$ cat src/rtl/wb_ctrl_pkg.sv
// Shared definitions for the write-back source sequencer: data-source codes,
// FSM state encoding and source classification helpers.
package wb_ctrl_pkg;

  localparam int unsigned SRC_ALUOUT  = 0;
  localparam int unsigned SRC_SLS     = 1;
  localparam int unsigned SRC_LO      = 2;
  localparam int unsigned SRC_HI      = 3;
  localparam int unsigned SRC_SHIFT   = 4;
  localparam int unsigned SRC_LT      = 5;
  localparam int unsigned SRC_SIGNEXT = 6;
  localparam int unsigned SRC_SHL16   = 7;
  localparam int unsigned SRC_REGA    = 8;
  localparam int unsigned SRC_REGB    = 9;
  localparam int unsigned SRC_LAST    = SRC_REGB;

  typedef enum logic [2:0] {
    StIdle   = 3'd0,
    StWaitMd = 3'd1,
    StSetup  = 3'd2,
    StWrite  = 3'd3,
    StErr    = 3'd4
  } wb_state_e;

  // HI/LO are the only sources produced by the mult/div unit.
  function automatic logic is_hilo(input int unsigned src);
    return (src == SRC_HI) || (src == SRC_LO);
  endfunction

  function automatic logic is_legal(input int unsigned src);
    return src <= SRC_LAST;
  endfunction

endpackage

$ cat src/rtl/wb_timeout_counter.sv
// Wait-cycle counter for the mult/div stall; flags the last permitted cycle.
module wb_timeout_counter #(
  parameter int unsigned TIMEOUT_CYCLES = 64
) (
  input  logic clk,
  input  logic reset,
  input  logic clear,
  input  logic enable,
  output logic tc
);

  localparam int unsigned CntW = $clog2(TIMEOUT_CYCLES);
  localparam logic [CntW-1:0] TermCnt = CntW'(TIMEOUT_CYCLES - 1);

  logic [CntW-1:0] cnt_q;

  always_ff @(posedge clk) begin
    if (reset) begin
      cnt_q <= '0;
    end else if (clear) begin
      cnt_q <= '0;
    end else if (enable) begin
      cnt_q <= cnt_q + 1'b1;
    end
  end

  assign tc = (cnt_q == TermCnt);

endmodule

$ cat src/rtl/wb_source_ctrl.sv
// Write-back sequencer: latches a source/destination request, stalls on busy
// HI/LO, lets the data-source mux settle for a cycle, then commits one write.
module wb_source_ctrl
  import wb_ctrl_pkg::*;
#(
  parameter int unsigned TIMEOUT_CYCLES = 64,
  parameter int unsigned SRC_W          = 4,
  parameter int unsigned REG_W          = 5
) (
  input  logic             clk,
  input  logic             reset,
  input  logic             start,
  input  logic [SRC_W-1:0] src_sel,
  input  logic [REG_W-1:0] dst_reg,
  input  logic             md_busy,
  input  logic             flush,
  output logic [SRC_W-1:0] mux_dataSource_control,
  output logic             reg_write,
  output logic [REG_W-1:0] reg_addr,
  output logic             busy,
  output logic             done,
  output logic             error
);

  wb_state_e        state_q, state_d;
  logic [SRC_W-1:0] src_q;
  logic [REG_W-1:0] dst_q;
  logic             latch;
  logic             cnt_clear;
  logic             cnt_enable;
  logic             cnt_tc;
  int unsigned      src_val;

  assign src_val = 32'(src_sel);

  wb_timeout_counter #(
    .TIMEOUT_CYCLES(TIMEOUT_CYCLES)
  ) u_timeout (
    .clk   (clk),
    .reset (reset),
    .clear (cnt_clear),
    .enable(cnt_enable),
    .tc    (cnt_tc)
  );

  always_comb begin
    state_d    = state_q;
    latch      = 1'b0;
    cnt_clear  = 1'b1;
    cnt_enable = 1'b0;
    unique case (state_q)
      StIdle: begin
        // flush squashes a request arriving in the same cycle
        if (start && !flush) begin
          latch = 1'b1;
          if (!is_legal(src_val)) begin
            state_d = StErr;
          end else if (is_hilo(src_val) && md_busy) begin
            state_d = StWaitMd;
          end else begin
            state_d = StSetup;
          end
        end
      end
      StWaitMd: begin
        cnt_enable = 1'b1;
        cnt_clear  = 1'b0;
        if (flush) begin
          state_d   = StIdle;
          cnt_clear = 1'b1;
        end else if (!md_busy) begin
          state_d   = StSetup;
          cnt_clear = 1'b1;
        end else if (cnt_tc) begin
          state_d   = StErr;
          cnt_clear = 1'b1;
        end
      end
      StSetup: state_d = flush ? StIdle : StWrite;
      StWrite: state_d = StIdle;
      StErr:   state_d = StIdle;
      default: state_d = StIdle;
    endcase
  end

  always_ff @(posedge clk) begin
    if (reset) begin
      state_q <= StIdle;
      src_q   <= '0;
      dst_q   <= '0;
    end else begin
      state_q <= state_d;
      if (latch) begin
        src_q <= src_sel;
        dst_q <= dst_reg;
      end
    end
  end

  always_comb begin
    mux_dataSource_control = src_q;
    reg_addr               = dst_q;
    busy                   = (state_q != StIdle);
    done                   = (state_q == StWrite) || (state_q == StErr);
    error                  = (state_q == StErr);
    // register $0 is hard-wired, so its write is dropped but still completes
    reg_write              = (state_q == StWrite) && (dst_q != '0);
  end

endmodule

$ cat config.mk
export PLATFORM = sky130hd
export DESIGN_NAME = wb_source_ctrl
export DESIGN_NICKNAME = d
export VERILOG_FILES = /design/src/rtl/wb_ctrl_pkg.sv /design/src/rtl/wb_timeout_counter.sv /design/src/rtl/wb_source_ctrl.sv
export SDC_FILE = /design/constraint.sdc
export NUM_CORES = 1
export LEC_CHECK = 0
export ABC_AREA = 1
export BUFFER_PORTS_ARGS = -buffer_cell sky130_fd_sc_hd__buf_2
export CORE_ASPECT_RATIO = 1.25
export CORE_MARGIN = 8
export CORE_UTILIZATION = 50
export CTS_BUF_LIST = sky130_fd_sc_hd__clkbuf_16
export CTS_CLUSTER_SIZE = 40
export DETAILED_ROUTE_END_ITERATION = 16
export PLACE_DENSITY = 0.77
export SLEW_MARGIN = 20
export SYNTH_ARGS = -nofsm -noshare
export SYNTH_HDL_FRONTEND = slang
export SYNTH_SLANG_ARGS = --single-unit
$ cat constraint.sdc
create_clock -name clk -period 3.45 [get_ports clk]
set_input_delay 0.345 -clock clk [delete_from_list [all_inputs] [get_ports clk]]
set_output_delay 0.345 -clock clk [all_outputs]
set_load 0.02 [all_outputs]
==> flow_summary.rst <==
.. list-table::
   :header-rows: 1

   * - Metric
     - Value
   * - Initial antenna violation count
     - 0
   * - Static leakage power
     - 0.5477 nW
   * - Quantity of I/O buffers inserted on ports
     - 26
   * - Total number of vias
     - 917
   * - Root buffer cell
     - clkbuf_16
   * - Worst R2R End
     - state_q[0]
   * - Avg Cell Area, Syn
     - 6.937 um2
   * - Final wirelength
     - 2.098 mm
   * - Clock tree from TritonCTS
     - yes
   * - Layout cells sized above 1
     - 0.2970
   * - Die X
     - 54.85 um
   * - Sequential cell area
     - 360.3 um2
   * - Global-route wire length before repair
     - 3.608 mm
   * - Post-layout min period
     - 1506 ps
   * - Number of routed nets with antenna violations
     - 0
   * - Resized cells post-CTS
     - 0
   * - Routability-driven placement congestion ratio
     - 0.7833
   * - Origin of the critical flop-to-flop path
     - u_timeout.cnt_q[0]
   * - Pre-Repair DR Iteration Count
     - 4
   * - Unrepaired setup endpoints after global routing
     - false
   * - Clock latency of the later-clocked register in the worst-skew pair
     - 250 ps
   * - Core Rows
     - 17
   * - Max-cap violation count
     - 0
   * - Most common library cell in the layout ignoring fill and taps
     - nor2_1
   * - Filler cell count
     - 154
   * - Postcts setup bufs
     - 0
   * - Worst setup margin
     - 1944 ps
   * - Post-placement cell area
     - 1094 um2
   * - Hold crit path type
     - input pin to register
   * - Growth of design area from synthesis to finish
     - 24.27%
   * - Via density
     - 4.984
   * - Worst rel slew slack
     - 0.7776
   * - Inserted Clock Buffers
     - 3
   * - Register area share after synthesis
     - 0.3820
   * - Post-synthesis instance area
     - 943.4 um2
   * - TNS Setup
     - 0 ps
   * - Depth of the worst hold-timing path
     - 2
   * - Routed length per instance
     - 11.40 um
   * - Measured slew at the worst slew-check pin
     - 333.2 ps
   * - Run status
     - completed
   * - Number of register bits inferred by synthesis
     - 18
   * - Hold path startpoint
     - reset
   * - Cells on worst reg2reg path
     - 6
   * - Multi-input gate area in the final layout
     - 505.5 um2
   * - Clock transition at the registers of the reported paths
     - 50 ps
   * - Worst-case clock buffer depth
     - 2
   * - Pin count of the biggest net entering global routing
     - 12
   * - Worst EP arrival
     - 1160 ps
   * - Number of unique standard cell types used by synthesis
     - 25
   * - Final Instance Area
     - 1172 um2
   * - Fin util
     - 0.6641
   * - Hold-fix buffers, CTS
     - 0
   * - IR Drop Worst-Case VDD
     - 0.3507 mV
   * - R2r setup slk
     - 2190 ps
   * - Detailed Place HPWL
     - 1.681 mm
   * - Net count of the mapped netlist
     - 151
   * - Final Cycle Share
     - 0.4365
   * - DIE HEIGHT
     - 64.57 um
   * - Clock net sink count
     - 18
   * - H-Tree Depth
     - 1
   * - Effective utilization at floorplan
     - 0.5344
   * - Pre-CTS setup slack
     - 2196 ps
   * - Overall die area
     - 3541 um2
   * - Class of the most critical setup path
     - register to output port
   * - Global-route usage over all layers
     - 0.1315
   * - Final Max Slew Viols
     - 0
   * - Post-Synthesis Cells
     - 136
   * - Total power consumption of the routed design
     - 543.2 uW
   * - Yosys warning count
     - 0
   * - Final net count
     - 181
   * - Final-report setup violation count
     - 0
   * - Floorplan core area
     - 1765 um2
   * - Number of antenna diodes
     - 0
   * - Worst Path Max Fanout
     - 7
   * - Type of origin of the critical path
     - register
   * - Initial DRC count
     - 18
   * - Most frequent cells in the layout
     - nor2_1 (36), buf_2 (26), nand2_1 (19), dfxtp_1 (18), inv_1 (13)
   * - Final clock skew
     - 2.350 ps
   * - Required time reported for the critical path endpoint
     - 3110 ps
   * - Power Density
     - 463.4 nW/um2
   * - Destination of the worst hold path
     - state_q[1]
   * - DRC violation count after routing
     - 0
   * - Maximum clock rate
     - 664.1 MHz
   * - Vias in the first global route
     - 888
   * - Final hold violation count
     - 0
   * - Count of boundary I/O pins
     - 27
   * - Sort of element at the end of the critical path
     - output port
   * - Aggregate global routing overflow
     - 0
## synth_stat cells (all sizes together)
| cell type | instances | area (um2) |
|---|---|---|
| nor3 | 1 | 5.000 |
| a21oi | 8 | 58.80 |
| xor2 | 1 | 8.760 |
| o21ai | 13 | 65.06 |
| a21o | 1 | 7.510 |
| inv | 16 | 60.06 |
| clkinv | 2 | 13.76 |
| xnor2 | 1 | 8.760 |
| nand3 | 7 | 47.55 |
| nand4 | 1 | 6.260 |
| nand2 | 23 | 106.4 |
| nor2 | 41 | 171.4 |
| ha | 1 | 12.51 |
| nand3b | 1 | 7.510 |
| dfxtp | 18 | 360.4 |
| clkbuf | 1 | 3.750 |
## sequential cells by signal, summed over array words and instances (netlist names)
name                    cells
u_timeout.cnt_q             6
reg_addr                    5
mux_dataSource_control      4
state_q                     3
## per-stage QoR
stage | cells | hold WS, ps
after global placement | 180 | 460.0
after CTS | 184 | 283.3
after floorplan | 136 | 416.5
final | 184 | 283.2
after global routing | 184 | 292.3
after detailed placement | 180 | 470.8
## metal layers
| metal | wire length, um | vias to the layer above | part of all wire | global-route usage |
|---|---|---|---|---|
| met5 | 0 | - | 0 | 0 |
| met4 | 57 | 0 | 0.027 | 0.06790 |
| met3 | 159 | 6 | 0.076 | 0.03653 |
| met2 | 1090 | 20 | 0.52 | 0.2372 |
| met1 | 791 | 403 | 0.38 | 0.1257 |
| li1 | - | 488 | - | - |
## logic make-up (layout without fill, tap and decap cells)
logic type,Yosys count,count (layout),synth area share
simple gates,74,74,0.3647
compound gates,22,22,0.1393
buf+inv,19,48,0.08222
flops,18,18,0.3820
xor+xnor,2,2,0.01857
fa+ha+maj,1,1,0.01326
## worst max-delay path, cell delays in order, from the launching register on
cell and delay [ps]:
dfxtp_1 330, inv_2 130, nand3_1 100, a21o_1 170
inv_1 40, buf_2 150
## power breakdown
group | switching (mW) | internal (mW)
logic | 0.0564 | 0.0307
clock network | 0.0761 | 0.154
registers | 0.00713 | 0.219
total | 0.140 | 0.404
## how the worst max path moves through the flow
stage	cells past startpoint	startpoint	slack, ps	endpoint
2_1_floorplan	3	state_q[1]	2140	done
3_3_place_gp	5	state_q[2]	2230	reg_write
3_5_place_dp	6	u_timeout.cnt_q[0]	2200	state_q[0]
4_1_cts	5	state_q[2]	1940	reg_write
5_1_grt	5	state_q[2]	1880	reg_write
6_report	5	state_q[2]	1940	reg_write
## area by class of cell
cell class / instances / area share
Tap cell: 19 / 0.02028
Clock buffer: 3 / 0.06403
Timing Repair Buffer: 26 / 0.1110
Inverter: 18 / 0.06297
Clock inverter: 1 / 0.003202
Sequential cell: 18 / 0.3074
Multi-Input combinational cell: 99 / 0.4312
Note: power is estimated with default switching activity, not from simulation.
